===== src/rtl/hvac_pkg.sv =====
// rtl/hvac_pkg.sv - shared constants, state type and width helper for the HVAC zone arbiter
// Purpose: plant mode encodings ({heating, cooling}), arbiter FSM states and
//          a clog2 helper that never returns zero.
// Ports:   none (package)
package hvac_pkg;

   localparam logic [1:0] MODE_IDLE = 2'b00;
   localparam logic [1:0] MODE_COOL = 2'b01;
   localparam logic [1:0] MODE_HEAT = 2'b10;

   typedef enum logic [1:0] {
      IDLE  = 2'b00,
      RUN   = 2'b01,
      DWELL = 2'b10
   } state_t;

   // Width needed to index/count up to v-1; at least one bit so that a
   // bound of 1 or 2 still yields a legal vector.
   function automatic int clog2w(input int v);
      return (v <= 2) ? 1 : $clog2(v);
   endfunction

endpackage


===== src/rtl/rr_pick.sv =====
// rtl/rr_pick.sv - combinational round-robin selector
// Purpose: returns the first set bit of valid, searching upward from ptr+1
//          and wrapping from N-1 to 0; ptr itself is checked last.
// Ports:   valid [N] - candidate vector
//          ptr   [W] - index of the previous winner
//          found     - at least one candidate exists
//          idx   [W] - chosen index (0 when found=0)
module rr_pick #(
   parameter int N = 4,
   parameter int W = 2
) (
   input  logic [N-1:0] valid,
   input  logic [W-1:0] ptr,
   output logic         found,
   output logic [W-1:0] idx
);

   logic [W:0]   sum;
   logic [W-1:0] cand;

   // Walk the offsets from farthest to nearest so the nearest hit
   // overwrites the others and wins.
   always_comb begin
      found = 1'b0;
      idx   = '0;
      sum   = '0;
      cand  = '0;
      for (int k = N; k >= 1; k--) begin
         sum = {1'b0, ptr} + (W+1)'(k);
         if (sum >= (W+1)'(N))
            sum = sum - (W+1)'(N);
         cand = sum[W-1:0];
         if (valid[cand]) begin
            found = 1'b1;
            idx   = cand;
         end
      end
   end

endmodule


===== src/rtl/hvac_zone_arbiter.sv =====
// rtl/hvac_zone_arbiter.sv - round-robin arbiter sharing one heat/cool plant among zones
// Purpose: grants the plant to one zone at a time with minimum run time,
//          maximum run time under contention and a forced idle dwell.
// Ports:   clk, rst_n            - clock, asynchronous active-low reset
//          heat_req, cool_req [N] - per-zone level requests
//          plant_mode [2]        - {heating, cooling}, drives the plant
//          grant_valid           - a zone owns the plant
//          grant_zone [ZW]       - owning zone, 0 when idle
//          req_conflict [N]      - registered heat&cool per zone
module hvac_zone_arbiter
   import hvac_pkg::*;
#(
   parameter int N_ZONES        = 4,
   parameter int MIN_RUN_CYCLES = 8,
   parameter int MAX_RUN_CYCLES = 32,
   parameter int DWELL_CYCLES   = 4,
   localparam int ZW = clog2w(N_ZONES),
   localparam int RW = clog2w(MAX_RUN_CYCLES + 1),
   localparam int DW = clog2w(DWELL_CYCLES)
) (
   input  logic               clk,
   input  logic               rst_n,
   input  logic [N_ZONES-1:0] heat_req,
   input  logic [N_ZONES-1:0] cool_req,
   output logic [1:0]         plant_mode,
   output logic               grant_valid,
   output logic [ZW-1:0]      grant_zone,
   output logic [N_ZONES-1:0] req_conflict
);

   state_t       state, state_n;
   logic [ZW-1:0] rr_ptr, rr_ptr_n;
   logic [RW-1:0] run_cnt, run_cnt_n;
   logic [DW-1:0] dwell_cnt, dwell_cnt_n;
   logic [1:0]    mode_n;
   logic          grant_valid_n;
   logic [ZW-1:0] grant_zone_n;

   logic [N_ZONES-1:0] req_valid;
   logic [N_ZONES-1:0] owner_mask;
   logic               pick_found;
   logic [ZW-1:0]      pick_idx;
   logic               owner_ok;
   logic               others_waiting;
   logic               release_now;

   // A zone asking for both modes at once is not a usable request.
   assign req_valid = heat_req ^ cool_req;

   rr_pick #(
      .N (N_ZONES),
      .W (ZW)
   ) u_rr_pick (
      .valid (req_valid),
      .ptr   (rr_ptr),
      .found (pick_found),
      .idx   (pick_idx)
   );

   // The owner keeps its claim only while it still asks, cleanly, for the
   // mode it was granted; a flip counts as a drop so the plant never swaps
   // heat and cool without passing through idle and dwell.
   always_comb begin
      owner_mask             = '0;
      owner_mask[grant_zone] = 1'b1;
      owner_ok               = 1'b0;
      if (plant_mode == MODE_HEAT)
         owner_ok = heat_req[grant_zone] & ~cool_req[grant_zone];
      else if (plant_mode == MODE_COOL)
         owner_ok = cool_req[grant_zone] & ~heat_req[grant_zone];
      others_waiting = |(req_valid & ~owner_mask);
      release_now    = (run_cnt >= RW'(MIN_RUN_CYCLES - 1)) &&
                       (!owner_ok ||
                        ((run_cnt >= RW'(MAX_RUN_CYCLES - 1)) && others_waiting));
   end

   always_comb begin
      state_n       = state;
      rr_ptr_n      = rr_ptr;
      run_cnt_n     = run_cnt;
      dwell_cnt_n   = dwell_cnt;
      mode_n        = plant_mode;
      grant_valid_n = grant_valid;
      grant_zone_n  = grant_zone;
      case (state)
         IDLE: begin
            if (pick_found) begin
               state_n       = RUN;
               grant_valid_n = 1'b1;
               grant_zone_n  = pick_idx;
               mode_n        = heat_req[pick_idx] ? MODE_HEAT : MODE_COOL;
               rr_ptr_n      = pick_idx;
               run_cnt_n     = '0;
            end
         end
         RUN: begin
            if (release_now) begin
               state_n       = DWELL;
               mode_n        = MODE_IDLE;
               grant_valid_n = 1'b0;
               grant_zone_n  = '0;
               dwell_cnt_n   = '0;
            end else if (run_cnt < RW'(MAX_RUN_CYCLES)) begin
               run_cnt_n = run_cnt + RW'(1);
            end
         end
         DWELL: begin
            if (dwell_cnt >= DW'(DWELL_CYCLES - 1))
               state_n = IDLE;
            else
               dwell_cnt_n = dwell_cnt + DW'(1);
         end
         default: begin
            state_n       = IDLE;
            mode_n        = MODE_IDLE;
            grant_valid_n = 1'b0;
            grant_zone_n  = '0;
         end
      endcase
   end

   always_ff @(posedge clk or negedge rst_n) begin
      if (!rst_n) begin
         state        <= IDLE;
         rr_ptr       <= ZW'(N_ZONES - 1);
         run_cnt      <= '0;
         dwell_cnt    <= '0;
         plant_mode   <= MODE_IDLE;
         grant_valid  <= 1'b0;
         grant_zone   <= '0;
         req_conflict <= '0;
      end else begin
         state        <= state_n;
         rr_ptr       <= rr_ptr_n;
         run_cnt      <= run_cnt_n;
         dwell_cnt    <= dwell_cnt_n;
         plant_mode   <= mode_n;
         grant_valid  <= grant_valid_n;
         grant_zone   <= grant_zone_n;
         req_conflict <= heat_req & cool_req;
      end
   end

endmodule


===== config.mk =====
export PLATFORM = sky130hd
export DESIGN_NAME = hvac_zone_arbiter
export DESIGN_NICKNAME = d
export VERILOG_FILES = /design/src/rtl/hvac_pkg.sv /design/src/rtl/rr_pick.sv /design/src/rtl/hvac_zone_arbiter.sv
export SDC_FILE = /design/constraint.sdc
export NUM_CORES = 1
export LEC_CHECK = 0
export BUFFER_PORTS_ARGS = -buffer_cell sky130_fd_sc_hd__buf_4
export CORE_UTILIZATION = 60
export CTS_CLUSTER_SIZE = 14
export DETAILED_ROUTE_END_ITERATION = 8
export MAX_ROUTING_LAYER = met4
export PLACE_DENSITY = 0.86
export SETUP_SLACK_MARGIN = 0.1
export SLEW_MARGIN = 20
export SYNTH_ARGS = -nofsm -noshare
export SYNTH_HDL_FRONTEND = slang
export SYNTH_HIERARCHICAL = 1
export SYNTH_SLANG_ARGS = --single-unit

===== constraint.sdc =====
create_clock -name clk -period 5.7 [get_ports clk]
set_input_delay 0.57 -clock clk [delete_from_list [all_inputs] [get_ports clk]]
set_output_delay 0.57 -clock clk [all_outputs]
set_load 0.02 [all_outputs]

Word-level counts from Yosys, hierarchy flattened
Cells that the tools add are included.
{"block": "totals", "out_inout_bits": 9, "ff_bits": 21}
{"block": "op_classes", "n_mux": 49, "reduce_logical": 14, "bitwise": 9, "order_cmp": 15, "n_eq_ne": 10, "addsub": 10}
{"operator": "two-way mux 2 bit", "count": 16}
{"operator": "< comparator 2 x 3 -> 1 bit, second input constant", "count": 6}
{"operator": "two-way mux 6 bit", "count": 3}
{"operator": "case mux 2 bit (3 select lines)", "count": 3}
{"operator": "two-way mux 1 bit", "count": 16}
{"operator": "binary-select mux 1 bit (select 2 bit)", "count": 7}
{"operator": ">= comparator 3 bit, second input constant", "count": 4}
{"operator": "inequality test 2 bit, second input constant", "count": 6}
{"operator": "case mux 6 bit (2 select lines)", "count": 1}
{"operator": "AND reduction 3 bit", "count": 3}
{"operator": "bitwise AND 4 bit", "count": 2}
{"operator": "subtractor 2 x 1 -> 2 bit, second input constant", "count": 4}
{"operator": "adder 2 x 2 -> 3 bit, second input constant", "count": 2}
{"operator": "adder 6 x 1 -> 6 bit, second input constant", "count": 1}
{"operator": ">= comparator 6 x 3 -> 1 bit, second input constant", "count": 1}
{"operator": ">= comparator 6 x 5 -> 1 bit, second input constant", "count": 1}
{"operator": "< comparator 6 bit, second input constant", "count": 1}
{"operator": "equality test 2 x 1 -> 1 bit, second input constant", "count": 2}
{"operator": "equality test 2 bit, second input constant", "count": 2}
{"operator": "inverter 4 bit", "count": 1}
{"operator": "case mux 2 bit (2 select lines)", "count": 1}
{"operator": "AND reduction 4 bit", "count": 1}
{"operator": "nonzero test 2 bit", "count": 2}
{"operator": "OR reduction 4 bit", "count": 1}
{"operator": "15 further kinds", "count": 20}

Logic depth before layout (Yosys ltp)
{"block": "logic_depth", "word_depth": 14, "ltp_mapped": 8, "mapped_depth_nobuf": 8}

Hierarchy
The synthesis kept the hierarchy.
{"module": "hvac_zone_arbiter", "instances": 1, "seq_area_each_um2": 528.0, "cells_per_inst": 114, "area_per_inst_um2": 1213.7}
{"module": "rr_pick", "instances": 1, "seq_area_each_um2": 0.0, "cells_per_inst": 14, "area_per_inst_um2": 91.3}

Worst setup path after synthesis
No wires, ideal clock.
{"block": "synth_path", "path_type": "input port to flip-flop", "startpoint": "input port heat_req[1]", "endpoint": "register run_cnt[2]", "setup_time_ps": 143, "n_path_buf": 0, "required_time_ps": 5557, "path_stages": 6, "arrival_ps": 2316, "setup_slack_ps": 3241, "path_cell_list": "ha_1 or4b_1 a31oi_2 o311ai_4 o311ai_0 o41ai_2"}
{"block": "synth_between", "elab_chain_cells": 11, "elab_cells_between_ends": 29, "cone_classes": "2 x eq/ne; 16 x mux; 5 x bitwise; 6 x reduce/logical"}
{"element": "from (decl)", "line": "hvac_zone_arbiter.sv:23", "rtl": "input logic [N_ZONES-1:0] heat_req,"}
{"element": "binary-select mux 1 bit (select 2 bit)", "line": "hvac_zone_arbiter.sv:68, hvac_zone_arbiter.sv:70"}
{"element": "two-way mux 1 bit (not written as such)", "line": "hvac_zone_arbiter.sv:68, hvac_zone_arbiter.sv:70"}
{"element": "inverter 1 bit", "line": "hvac_zone_arbiter.sv:70", "rtl": "owner_ok = cool_req[grant_zone] & ~heat_req[grant_zone];"}
{"element": "bitwise AND 1 bit", "line": "hvac_zone_arbiter.sv:70"}
{"element": "two-way mux 1 bit", "line": "hvac_zone_arbiter.sv:69", "rtl": "else if (plant_mode == MODE_COOL)"}
{"element": "two-way mux 1 bit", "line": "hvac_zone_arbiter.sv:67", "rtl": "if (plant_mode == MODE_HEAT)"}
{"element": "zero test 1 bit", "line": "hvac_zone_arbiter.sv:73", "rtl": "(!owner_ok ||"}
{"element": "logical OR 1 bit", "line": "hvac_zone_arbiter.sv:73"}
{"element": "logical AND 1 bit", "line": "hvac_zone_arbiter.sv:72", "rtl": "release_now = (run_cnt >= RW'(MIN_RUN_CYCLES - 1)) &&"}
{"element": "inequality test 2 bit (no line)"}
{"element": "AND reduction 4 bit (no line) *"}
{"element": "to (signal assigned)", "line": "hvac_zone_arbiter.sv:135", "rtl": "run_cnt <= run_cnt_n;"}
{"element": "to (decl)", "line": "hvac_zone_arbiter.sv:33", "rtl": "logic [RW-1:0] run_cnt, run_cnt_n;"}
Mark *: on every way between the ends. The rest lies on a longest branch, timed or not. The select of a mux whose other input is x is not followed.
A chain may end at the register's enable or synchronous reset.

Final worst setup path
{"block": "layout_path", "startpoint": "input port heat_req[1]", "endpoint": "register run_cnt[2]"}
{"block": "layout_between", "elab_cells_between_ends": 29, "cone_classes": "2 x eq/ne; 16 x mux; 5 x bitwise; 6 x reduce/logical"}
{"element": "XOR 4 bit *", "line": "hvac_zone_arbiter.sv:48", "rtl": "assign req_valid = heat_req ^ cool_req;"}
{"element": "via req_valid[1]", "line": "hvac_zone_arbiter.sv:39", "rtl": "logic [N_ZONES-1:0] req_valid;"}
{"element": "binary-select mux 1 bit (select 2 bit)", "line": "rr_pick.sv:33", "rtl": "if (valid[cand]) begin"}
{"element": "two-way mux 1 bit (not written as such)", "line": "rr_pick.sv:33"}
{"element": "two-way mux 1 bit (4 in a row)", "line": "rr_pick.sv:33"}
{"element": "inequality test 2 bit (no line)"}
{"element": "AND reduction 4 bit (no line) *"}
Mark *: on every way through the listed nets, which the timed path passes. The rest lies on a longest branch. The select of a mux whose other input is x is not followed.

==> implementation parameters <==
Parameter                              Value

Power and ir drop
  Power density cells    442 nW/µm²
  Pleak    approximately 0.65 nW
  Maximum ir drop on the vdd rail    about 0.35 mV
  Total power    0.649 mW

Clock network
  Clk sinks    21
  Setup repair bufs after CTS    0
  # hold bufs at CTS    0
  Library cell used as clock root buffer    sky130_fd_sc_hd__clkbuf_4
  Maximum count of clock buffers along a single path    2
  Count of instances resized after the clock tree is built    0
  Clock tree from TritonCTS    built
  CTS clk-pin slew, worst paths    0.12 ns
  H-tree level count    1
  Clock buffer count from CTS    3
  Worst skew pair latency    0.32 ns

Global routing
  Number of antenna violations at the first check in global routing    0
  Gr usage total    27.9%
  First-pass GRT wire length    4.80 mm
  Pin count of the biggest net entering global routing    22
  Overflow after GRT    0
  Via count of the first global-routing pass    1105

Setup path
  Cell-by-cell trace of the critical path    buf_4, ha_1, or4b_1, a31oi_2, o311ai_4, o311ai_0, o41ai_2
  Cell at the slowest stage of the critical path    sky130_fd_sc_hd__or4b_1
  Cell class contributing the biggest share of worst-path delay    compound AO/OA/AOI/OAI gates
  Worst-path maximum fanout    7
  Data arrival time of the critical path    2.65 ns
  Startpoint Class    input pin
  Critical path capture point type    register
  Internal reg-to-reg setup slack    3.39 ns
  Worst path required time    5.88 ns
  Critical path buffers and inverters    1
  Maximum cell stage delay along the critical path    about 0.54 ns
  Classification of the worst setup path    input pin to register

Synthesis
  Share of synthesized area occupied by flip-flops and latches    40.5%
  Primary FF master, synth    sky130_fd_sc_hd__dfrtp_1
  Post-synth EDFFs    0
  Adder-cell area share of the yosys netlist    5.75%
  Xor and xnor area share after synthesis    0%
  Fraction of the mapped netlist area in simple logic gates    between 20% and 30%
  Area fraction in compound gates after synthesis    roughly 22%
  Most used standard cells in the synthesized netlist    19 x sky130_fd_sc_hd__dfrtp_1, 19 x sky130_fd_sc_hd__nand2_1, 9 x sky130_fd_sc_hd__nor2_1
  Area share of the largest cell type after synthesis    36.4%
  Leading cell types by total area after synthesis    sky130_fd_sc_hd__dfrtp_1 36%, sky130_fd_sc_hd__ha_1 5.8%, sky130_fd_sc_hd__nand2_1 5.5%, sky130_fd_sc_hd__mux4_2 5.2%, sky130_fd_sc_hd__dfstp_2 4.0%
  Cell taking the most area after synthesis    sky130_fd_sc_hd__dfrtp_1
  Fraction of registers with async set/reset    100%
  Yosys warnings    6
  FF+latch count, synth    21
  Largest family of logic cells by synthesized area    compound AO/OA/AOI/OAI gates
  Synthesized area per cell    around 10 µm²
  Unique cell type count in the Yosys netlist    41
  Syn nets    144
  Total standard cell area after synthesis    1310 µm²
  Portion of netlist area occupied by mux cells    5.94%
  Gate Count Post-Synth    128

Min path
  Min-delay worst type    input pin to async pin

Route
  Vias    1090
  Detail-routed net length per standard cell    16.8 µm
  Vias per cell    6.34
  Router iterations before antenna repair    5
  Remaining design rule violation count    0
  Routed WL    2.90 mm
  Initial DRC Count    30
  Final antenna-violating net count    0

Floorplanning
  Starting density of the core    between 60% and 70%
  DIE AREA    2370 µm²
  Die height    slightly below 50 µm
  # IOs    19
  Standard-cell row count    16
  Core outline area    2000 µm²
  Die X    48.6 µm

Final layout
  FILL cells    approximately 140
  Number of antenna repair diodes    0
  Multi-input gate area in the final layout    724 µm²
  Register area    ~530 µm²
  Area Overhead vs Synth    12.4%
  Proportion of layout cells with a drive suffix above 1    between 20% and 30%
  Post-layout nets    162

STA
  Count of endpoints failing hold in the final timing report    0
  Final setup TNS    0 ns
  Slew Limit Headroom    49.1%
  Layout Skew    0.00860 ns
  Slew Viols, Final    0
  Unrepaired setup endpoints after global routing    no
  Maximum clock frequency    405 MHz
  Slew at the pin closest to its max-slew limit    0.763 ns
  # setup viols final    0
  Period utilisation layout    around 43%
  Period minus WS final    2.47 ns

Place
  Global placer's final weighted congestion    around 0.83
  Quantity of I/O buffers inserted on ports    18
  Detailed placer's ending HPWL    2.16 mm

Job
  Count of max-cap constraint violations    0

Status
  Run status    finished clean
-- metrics by stage --
stage                     utilization (%)  hold slack (ns)  area [µm²]  std cells  setup slack (ns)
after CTS                            73.3            0.115        1470        172              3.24
final                                73.3            0.108        1470        172              3.23
after floorplan                         -            0.274        1310        128              3.24
after detailed placement             71.9            0.470        1440        168              2.89
after global placement               71.9            0.464        1440        168              3.05
after global routing                 73.3            0.128        1470        172              3.12
-- routing by layer --
layer	share of wire, %	global-route usage [%]	wire length, µm	vias up
li1	-	-	-	517
met1	41	31.6	1200	518
met2	50	45.1	1450	40
met3	4.8	5.03	138	15
met4	3.8	18.6	110	0
met5	0	-	0	-
-- logic make-up (layout without fill, tap and decap cells) --
family                     Yosys count  count (layout)
AOI/OAI and AO/OA                   33              33
buffers and inverters               10              27
adders and majority gates            6               6
and+or+nand+nor                     54              54
DFF                                 21              21
muxes                                4               4
-- sequential cells by signal, indices dropped and copies added (netlist names) --
signal / count
dwell_cnt: 2
grant_valid: 1
grant_zone: 2
plant_mode: 2
req_conflict: 4
rr_ptr: 2
run_cnt: 6
state: 2
-- path summary, 6_finish.rpt --
| check | from | to | cells past startpoint |
|---|---|---|---|
| max in group asynchronous | rst_n | rr_ptr[0] | 1 |
| hold reg to reg | rr_ptr[0] | rr_ptr[0] | 2 |
| setup / recovery | heat_req[1] | run_cnt[2] | 7 |
| hold / removal | rst_n | req_conflict[1] | 1 |
| min in group clk | cool_req[2] | req_conflict[2] | 2 |
| setup reg to reg | grant_zone[0] | run_cnt[2] | 5 |
-- cells in the final DEF (no fill, tap or decap), types with 2 or more instances in the layout --
cell type,count
sky130_fd_sc_hd__nand2_1,19
sky130_fd_sc_hd__dfrtp_1,19
sky130_fd_sc_hd__buf_4,18
sky130_fd_sc_hd__nor2_1,9
sky130_fd_sc_hd__nand3_1,8
sky130_fd_sc_hd__nand2b_1,7
sky130_fd_sc_hd__ha_1,6
sky130_fd_sc_hd__inv_1,5
sky130_fd_sc_hd__a21oi_1,4
sky130_fd_sc_hd__o22ai_1,4
sky130_fd_sc_hd__mux4_2,3
sky130_fd_sc_hd__o211ai_1,3
sky130_fd_sc_hd__clkbuf_4,3
sky130_fd_sc_hd__or4_1,2
sky130_fd_sc_hd__or4b_1,2
sky130_fd_sc_hd__nor2b_1,2
sky130_fd_sc_hd__nor3b_1,2
sky130_fd_sc_hd__a31oi_1,2
sky130_fd_sc_hd__o21ai_0,2
sky130_fd_sc_hd__o311ai_0,2
sky130_fd_sc_hd__dfstp_2,2
-- area by class of cell --
cell class                      instances  area share, %
Clock buffer                            4           1.79
Multi-Input combinational cell         97           49.4
Tap cell                               27           2.30
Sequential cell                        21           36.0
Timing Repair Buffer                   18           9.22
Inverter                                5           1.28
-- report_power, final --
part	internal, mW	switching, mW
clock	0.0274	0.0472
combinational	0.142	0.172
sequential	0.198	0.0617
Note: power is estimated with default switching activity, not from simulation.
